<file path="src/rtl/mem_responder.sv">
// mem_responder: word-addressed main-memory responder on the CPU memory bus.
//
// A request is sampled in IDLE from control_signals (bit 1 = MEM_RD,
// bit 2 = MEM_WR; a write wins when both are set). Address and write data
// are latched at that edge. The FSM then spends WAIT_CYCLES extra edges in
// WAIT, performs the access on the edge where the counter reaches zero, and
// signals completion with a one-cycle mem_ready pulse from DONE.
//
// Optional feature macro: MEM_WRITE_GUARD_EN
//   When defined, writes to addresses >= PROT_BASE are dropped and the
//   wr_fault port pulses together with mem_ready for such writes.
//
// Ports:
//   clk             in   system clock, rising edge
//   rst             in   asynchronous active-high reset
//   control_signals in   [15:0] control-unit word (bits 1/2 used)
//   mar_data        in   [ADDR_W-1:0] access address
//   mbr2mem         in   [DATA_W-1:0] write data
//   mem2mbr         out  [DATA_W-1:0] read data register
//   mem_ready       out  one-cycle completion pulse
//   mem_busy        out  high while the FSM is not IDLE
//   wr_fault        out  protected-write flag (MEM_WRITE_GUARD_EN only)
module mem_responder #(
    parameter int                DATA_W      = 16,
    parameter int                ADDR_W      = 8,
    parameter int                WAIT_CYCLES = 2,
    parameter logic [ADDR_W-1:0] PROT_BASE   = ADDR_W'(8'hF0)
) (
    input  logic              clk,
    input  logic              rst,
    input  logic [15:0]       control_signals,
    input  logic [ADDR_W-1:0] mar_data,
    input  logic [DATA_W-1:0] mbr2mem,
    output logic [DATA_W-1:0] mem2mbr,
    output logic              mem_ready,
    output logic              mem_busy
`ifdef MEM_WRITE_GUARD_EN
    ,
    output logic              wr_fault
`endif
);

    localparam int         DEPTH    = 1 << ADDR_W;
    localparam logic [3:0] CNT_INIT = 4'(WAIT_CYCLES);

    typedef enum logic [1:0] {
        IDLE,
        WAIT,
        DONE
    } state_t;

    state_t            state;
    logic [3:0]        cnt;
    logic [ADDR_W-1:0] addr;
    logic [DATA_W-1:0] wdata;
    logic              is_wr;

    logic [DATA_W-1:0] mem [DEPTH];

    logic rd_req;
    logic wr_req;
    logic access;
    logic prot;
    logic commit;

    assign rd_req = control_signals[1];
    assign wr_req = control_signals[2];

    // Remaining control bits belong to other units.
    logic unused_ctrl;
    assign unused_ctrl = ^{control_signals[15:3], control_signals[0]};

`ifdef MEM_WRITE_GUARD_EN
    assign prot = (addr >= PROT_BASE);
`else
    assign prot = 1'b0;
    logic unused_prot;
    assign unused_prot = ^PROT_BASE;
`endif

    // Access edge: last WAIT edge. Reset forces IDLE asynchronously, so an
    // aborted access can never reach this point and never commits.
    assign access = (state == WAIT) && (cnt == 4'd0);
    assign commit = access && is_wr && !prot;

    // Array has no reset; only the committed write port touches it.
    always_ff @(posedge clk) begin
        if (commit)
            mem[addr] <= wdata;
    end

    always_ff @(posedge clk or posedge rst) begin
        if (rst) begin
            state     <= IDLE;
            cnt       <= 4'd0;
            addr      <= '0;
            wdata     <= '0;
            is_wr     <= 1'b0;
            mem2mbr   <= '0;
            mem_ready <= 1'b0;
            mem_busy  <= 1'b0;
`ifdef MEM_WRITE_GUARD_EN
            wr_fault  <= 1'b0;
`endif
        end else begin
            mem_ready <= 1'b0;
`ifdef MEM_WRITE_GUARD_EN
            wr_fault  <= 1'b0;
`endif
            case (state)
                IDLE: begin
                    if (rd_req || wr_req) begin
                        addr     <= mar_data;
                        wdata    <= mbr2mem;
                        is_wr    <= wr_req;
                        cnt      <= CNT_INIT;
                        state    <= WAIT;
                        mem_busy <= 1'b1;
                    end
                end
                WAIT: begin
                    if (cnt != 4'd0) begin
                        cnt <= cnt - 4'd1;
                    end else begin
                        // Read-after-write sees the new word: the write
                        // committed on an earlier access edge.
                        if (!is_wr)
                            mem2mbr <= mem[addr];
                        mem_ready <= 1'b1;
`ifdef MEM_WRITE_GUARD_EN
                        wr_fault  <= is_wr && prot;
`endif
                        state     <= DONE;
                    end
                end
                DONE: begin
                    state    <= IDLE;
                    mem_busy <= 1'b0;
                end
                default: begin
                    state    <= IDLE;
                    mem_busy <= 1'b0;
                end
            endcase
        end
    end

endmodule
</file>
<file path="config.mk">
export PLATFORM = sky130hd
export DESIGN_NAME = mem_responder
export DESIGN_NICKNAME = d
export VERILOG_FILES = /design/src/rtl/mem_responder.sv
export SDC_FILE = /design/constraint.sdc
export NUM_CORES = 2
export LEC_CHECK = 0
export BUFFER_PORTS_ARGS = -buffer_cell sky130_fd_sc_hd__buf_2
export CELL_PAD_IN_SITES_DETAIL_PLACEMENT = 1
export CELL_PAD_IN_SITES_GLOBAL_PLACEMENT = 1
export CORE_UTILIZATION = 51
export CTS_CLUSTER_SIZE = 12
export DETAILED_ROUTE_END_ITERATION = 16
export HOLD_SLACK_MARGIN = 0.05
export MAX_ROUTING_LAYER = met4
export PLACE_DENSITY_LB_ADDON = 0.1
export SYNTH_ARGS = -nofsm -noshare
export SYNTH_HDL_FRONTEND = slang
export SYNTH_SLANG_ARGS = --single-unit
</file>
<file path="constraint.sdc">
create_clock -name clk -period 3.9 [get_ports clk]
set_input_delay 0.39 -clock clk [delete_from_list [all_inputs] [get_ports clk]]
set_output_delay 0.39 -clock clk [all_outputs]
set_load 0.01 [all_outputs]
</file>
==> flow_summary_export.csv <==
group,metric,value,unit
worst_setup_path,cp.required,4790,ps
worst_setup_path,worst-path-buf-inv,6,
place,dp_hpwl,302000,um
final_layout,areaGrowthSynthToFinish,15.3,%
worst_setup_path,cp_cell_sequence,"buf_12 > buf_12 > buf_12 > inv_4 > nand2_1 > buf_4 > o221ai_1 > nor4_2 > buf_4 > a311oi_1 > or4_1 > a31oi_1",
sta,period_needed,3890,ps
final_layout,nets,8155,
place,port_buffers,45,
power_and_ir_drop,peakVddDrop,0.000637,V
clocking,cts_tree,"done",
global_route,overflow,0,
place,placed_area,170000,sq um
global_route,grt_pass1_wl,664000,um
power_and_ir_drop,p_leak,58.5,nW
sta,skew,56.0,ps
final_layout,stdcell_area,183000,sq um
detailed_routing,wire_per_inst,38.1,um
global_route,grt.total_usage,31.5,%
global_route,grt_pass1_vias,83457,
final_layout,multi_input_area,32800,sq um
floorplanning,core,309000,sq um
worst_setup_path,path_max_fanout,15,
synthesis,synth_ff_type,"edfxtp_1",
synthesis,postSynth.asyncResetShare,1.18,%
floorplanning,pin_count,60,
synthesis,synth_area,159000,sq um
floorplanning,initial_core_util,51.4,%
detailed_routing,drt_pass1_iterations,5,
place,gp_congestion,0.900,
clocking,numCtsBuffers,427,
synthesis,synth_seq_area_share,78.1,%
final_layout,drive_above_1_share,30.0,%
sta,setup_viol,0,
power_and_ir_drop,power.total,140,mW
global_route,grt_start_max_net_pins,153,
sta,holdWs,194,ps
final_layout,register_area,124000,sq um
clocking,worstSkewPairLatency,980,ps
sta,finalCritPeriodShare,99.7,%
floorplanning,rows,204,
synthesis,yosys_register_bits,4145,
clocking,h-tree-depth,5,
final_layout,final_util,59.3,%
worst_setup_path,path_delay_family,"simple AND/OR/NAND/NOR gates",
worst_setup_path,cpPeakStageDelay,600,ps
sta,worst_pin_slew,1270,ps
clocking,clkSlewWorstSetupHoldPaths,60,ps
sta,hold_violations,0,
sta,slew_viol_final,0,
power_and_ir_drop,powerDensity,762,nW/um^2
floorplanning,dieArea,314000,sq um
detailed_routing,post-route-drc-count,0,
final_layout,fill_cells,25623,
final_layout,layout_commonest_cell,"edfxtp_1",
worst_setup_path,critPathKind,"reg2reg",
floorplanning,dieHeight,560,um
synthesis,synth-edff-count,4096,
detailed_routing,drt_iter0_markers,10932,
global_route,antenna_found_initial,35,
detailed_routing,wirelength,478000,um
detailed_routing,vias_per_cell,6.48,
outcome,run_status,"finished, final reports clean",
detailed_routing,ant_nets,0,
synthesis,synth_fp_nets,7255,
worst_setup_path,path_common_cell,"buf_12",
synthesis,syn_avg_cell_area,22.0,sq um
worst_setup_path,critPathLaunchType,"register",
worst_setup_path,end_kind,"register",
detailed_routing,num_vias,81298,
sta,fmax,257,MHz
worst_setup_path,crit_slowest_cell,"or4_1",
synthesis,yosysWarnings,0,
clocking,cts.path.max_buffers,4,
sta,timing.setup.tns,0,ps
sta,timing.max_slew.rel_slack,14.7,%
synthesis,syn-instance-count,7212,
min_path,hold_path_class,"in2reg",
final_layout,final_cell_mix,"edfxtp_1 (4096), mux4_2 (985), buf_4 (672), clkbuf_16 (431), nand2_1 (304)",
floorplanning,die_w,560,um
run,drv_cap,0,
clocking,cts_sinks,4145,
clocking,cts_root_buf,"clkbuf_16",
worst_setup_path,crit_arrival,4780,ps
synthesis,synth_cell_types,70,
sta,rsz0062_at_grt,"no",
==> kinds of logic (layout without fill, tap and decap cells) <==
group | after synthesis | count (layout) | synth area share [%]
simple gates | 846 | 846 | 2.27
fa+ha+maj | 1 | 1 | 0.00787
xor+xnor | 2 | 2 | 0.0110
buf+inv | 424 | 1629 | 1.44
compound gates | 533 | 533 | 2.43
mux | 1261 | 1261 | 15.7
flops | 4145 | 4145 | 78.1
other cells | 0 | 15 | 0
==> layer usage <==
layer / wire, um / GRT usage (%) / up-vias
met4: 19700 / 11.2 / 0
met5: 0 / - / -
li1: - / - / 32253
met1: 189000 / 42.6 / 44443
met2: 230000 / 49.1 / 3804
met3: 38900 / 5.00 / 798
==> repair_timing <==
action,CTS,global route
endpoints found under the setup margin,3,3
setup buffers,1,0
hold buffers,34,0
endpoints found under the hold margin,76,0
gates resized for setup,2,4
==> cell usage after synthesis (all sizes together) (13+ instances only) <==
| master | n | area share, % |
|---|---|---|
| a221oi | 14 | 0.077 |
| o22a | 14 | 0.077 |
| mux2i | 265 | 1.7 |
| a22o | 13 | 0.072 |
| a22oi | 69 | 0.33 |
| nor3 | 39 | 0.12 |
| o22ai | 105 | 0.41 |
| clkbuf | 116 | 0.27 |
| mux4 | 985 | 14 |
| a31oi | 25 | 0.098 |
| a211oi | 35 | 0.17 |
| o21ai | 41 | 0.13 |
| buf | 292 | 1.1 |
| dfrtp | 49 | 0.77 |
| a2111oi | 17 | 0.094 |
| nor2 | 320 | 0.76 |
| a32oi | 51 | 0.28 |
| edfxtp | 4096 | 77 |
| o221ai | 16 | 0.088 |
| nand2 | 322 | 0.76 |
| nor2b | 24 | 0.094 |
| nand3 | 68 | 0.22 |
| nand4 | 14 | 0.055 |
| a32o | 15 | 0.094 |
| a21oi | 51 | 0.16 |
==> worst paths after layout <==
path	start	to	slack (ps)	cells after the start
setup / recovery	addr[0]	mem2mbr[10]	10	12
hold / removal	mbr2mem[12]	wdata[12]	190	4
setup reg to reg	addr[0]	mem2mbr[10]	10	12
hold reg to reg	state[1]	mem_busy	470	1
max in group asynchronous	rst	addr[2]	2320	5
min in group asynchronous	rst	wdata[0]	550	4
==> registers in the layout, summed over array words and instances, names as in the netlist <==
signal     flops
addr           8
mem_ready      1
cnt            4
mem         4096
mem_busy       1
state          2
is_wr          1
wdata         16
mem2mbr       16
==> stage by stage <==
step	worst slack (ps)	std cells
after floorplan	558	7212
after global placement	-160	11768
after detailed placement	-166	11768
after CTS	9.70	12537
after global routing	8.77	12545
final	12.3	12552
==> report_power, final <==
part | switching, mW | leakage, nW | internal, mW
clock network | 17.0 | 6.21 | 21.1
logic | 28.0 | 14.6 | 15.9
registers | 2.26 | 37.7 | 55.5
total | 47.3 | 58.5 | 92.5
==> worst reg2reg max path, delay by kind of cell (launching register included) <==
| kind | cells | cell delay (ps) |
|---|---|---|
| buf+inv | 6 | 1390 |
| flops | 1 | 470 |
| simple gates | 3 | 1390 |
| compound gates | 3 | 570 |
==> area by class of cell <==
| type | count | area share [%] |
|---|---|---|
| Antenna cell | 15 | 0.0205 |
| Multi-Input combinational cell | 2643 | 17.9 |
| Inverter | 16 | 0.0382 |
| Tap cell | 4120 | 2.81 |
| Clock buffer | 547 | 6.15 |
| Sequential cell | 4145 | 67.8 |
| Clock inverter | 187 | 0.812 |
| Timing Repair Buffer | 879 | 4.46 |
No activity file was read; power rests on OpenSTA's default activity.
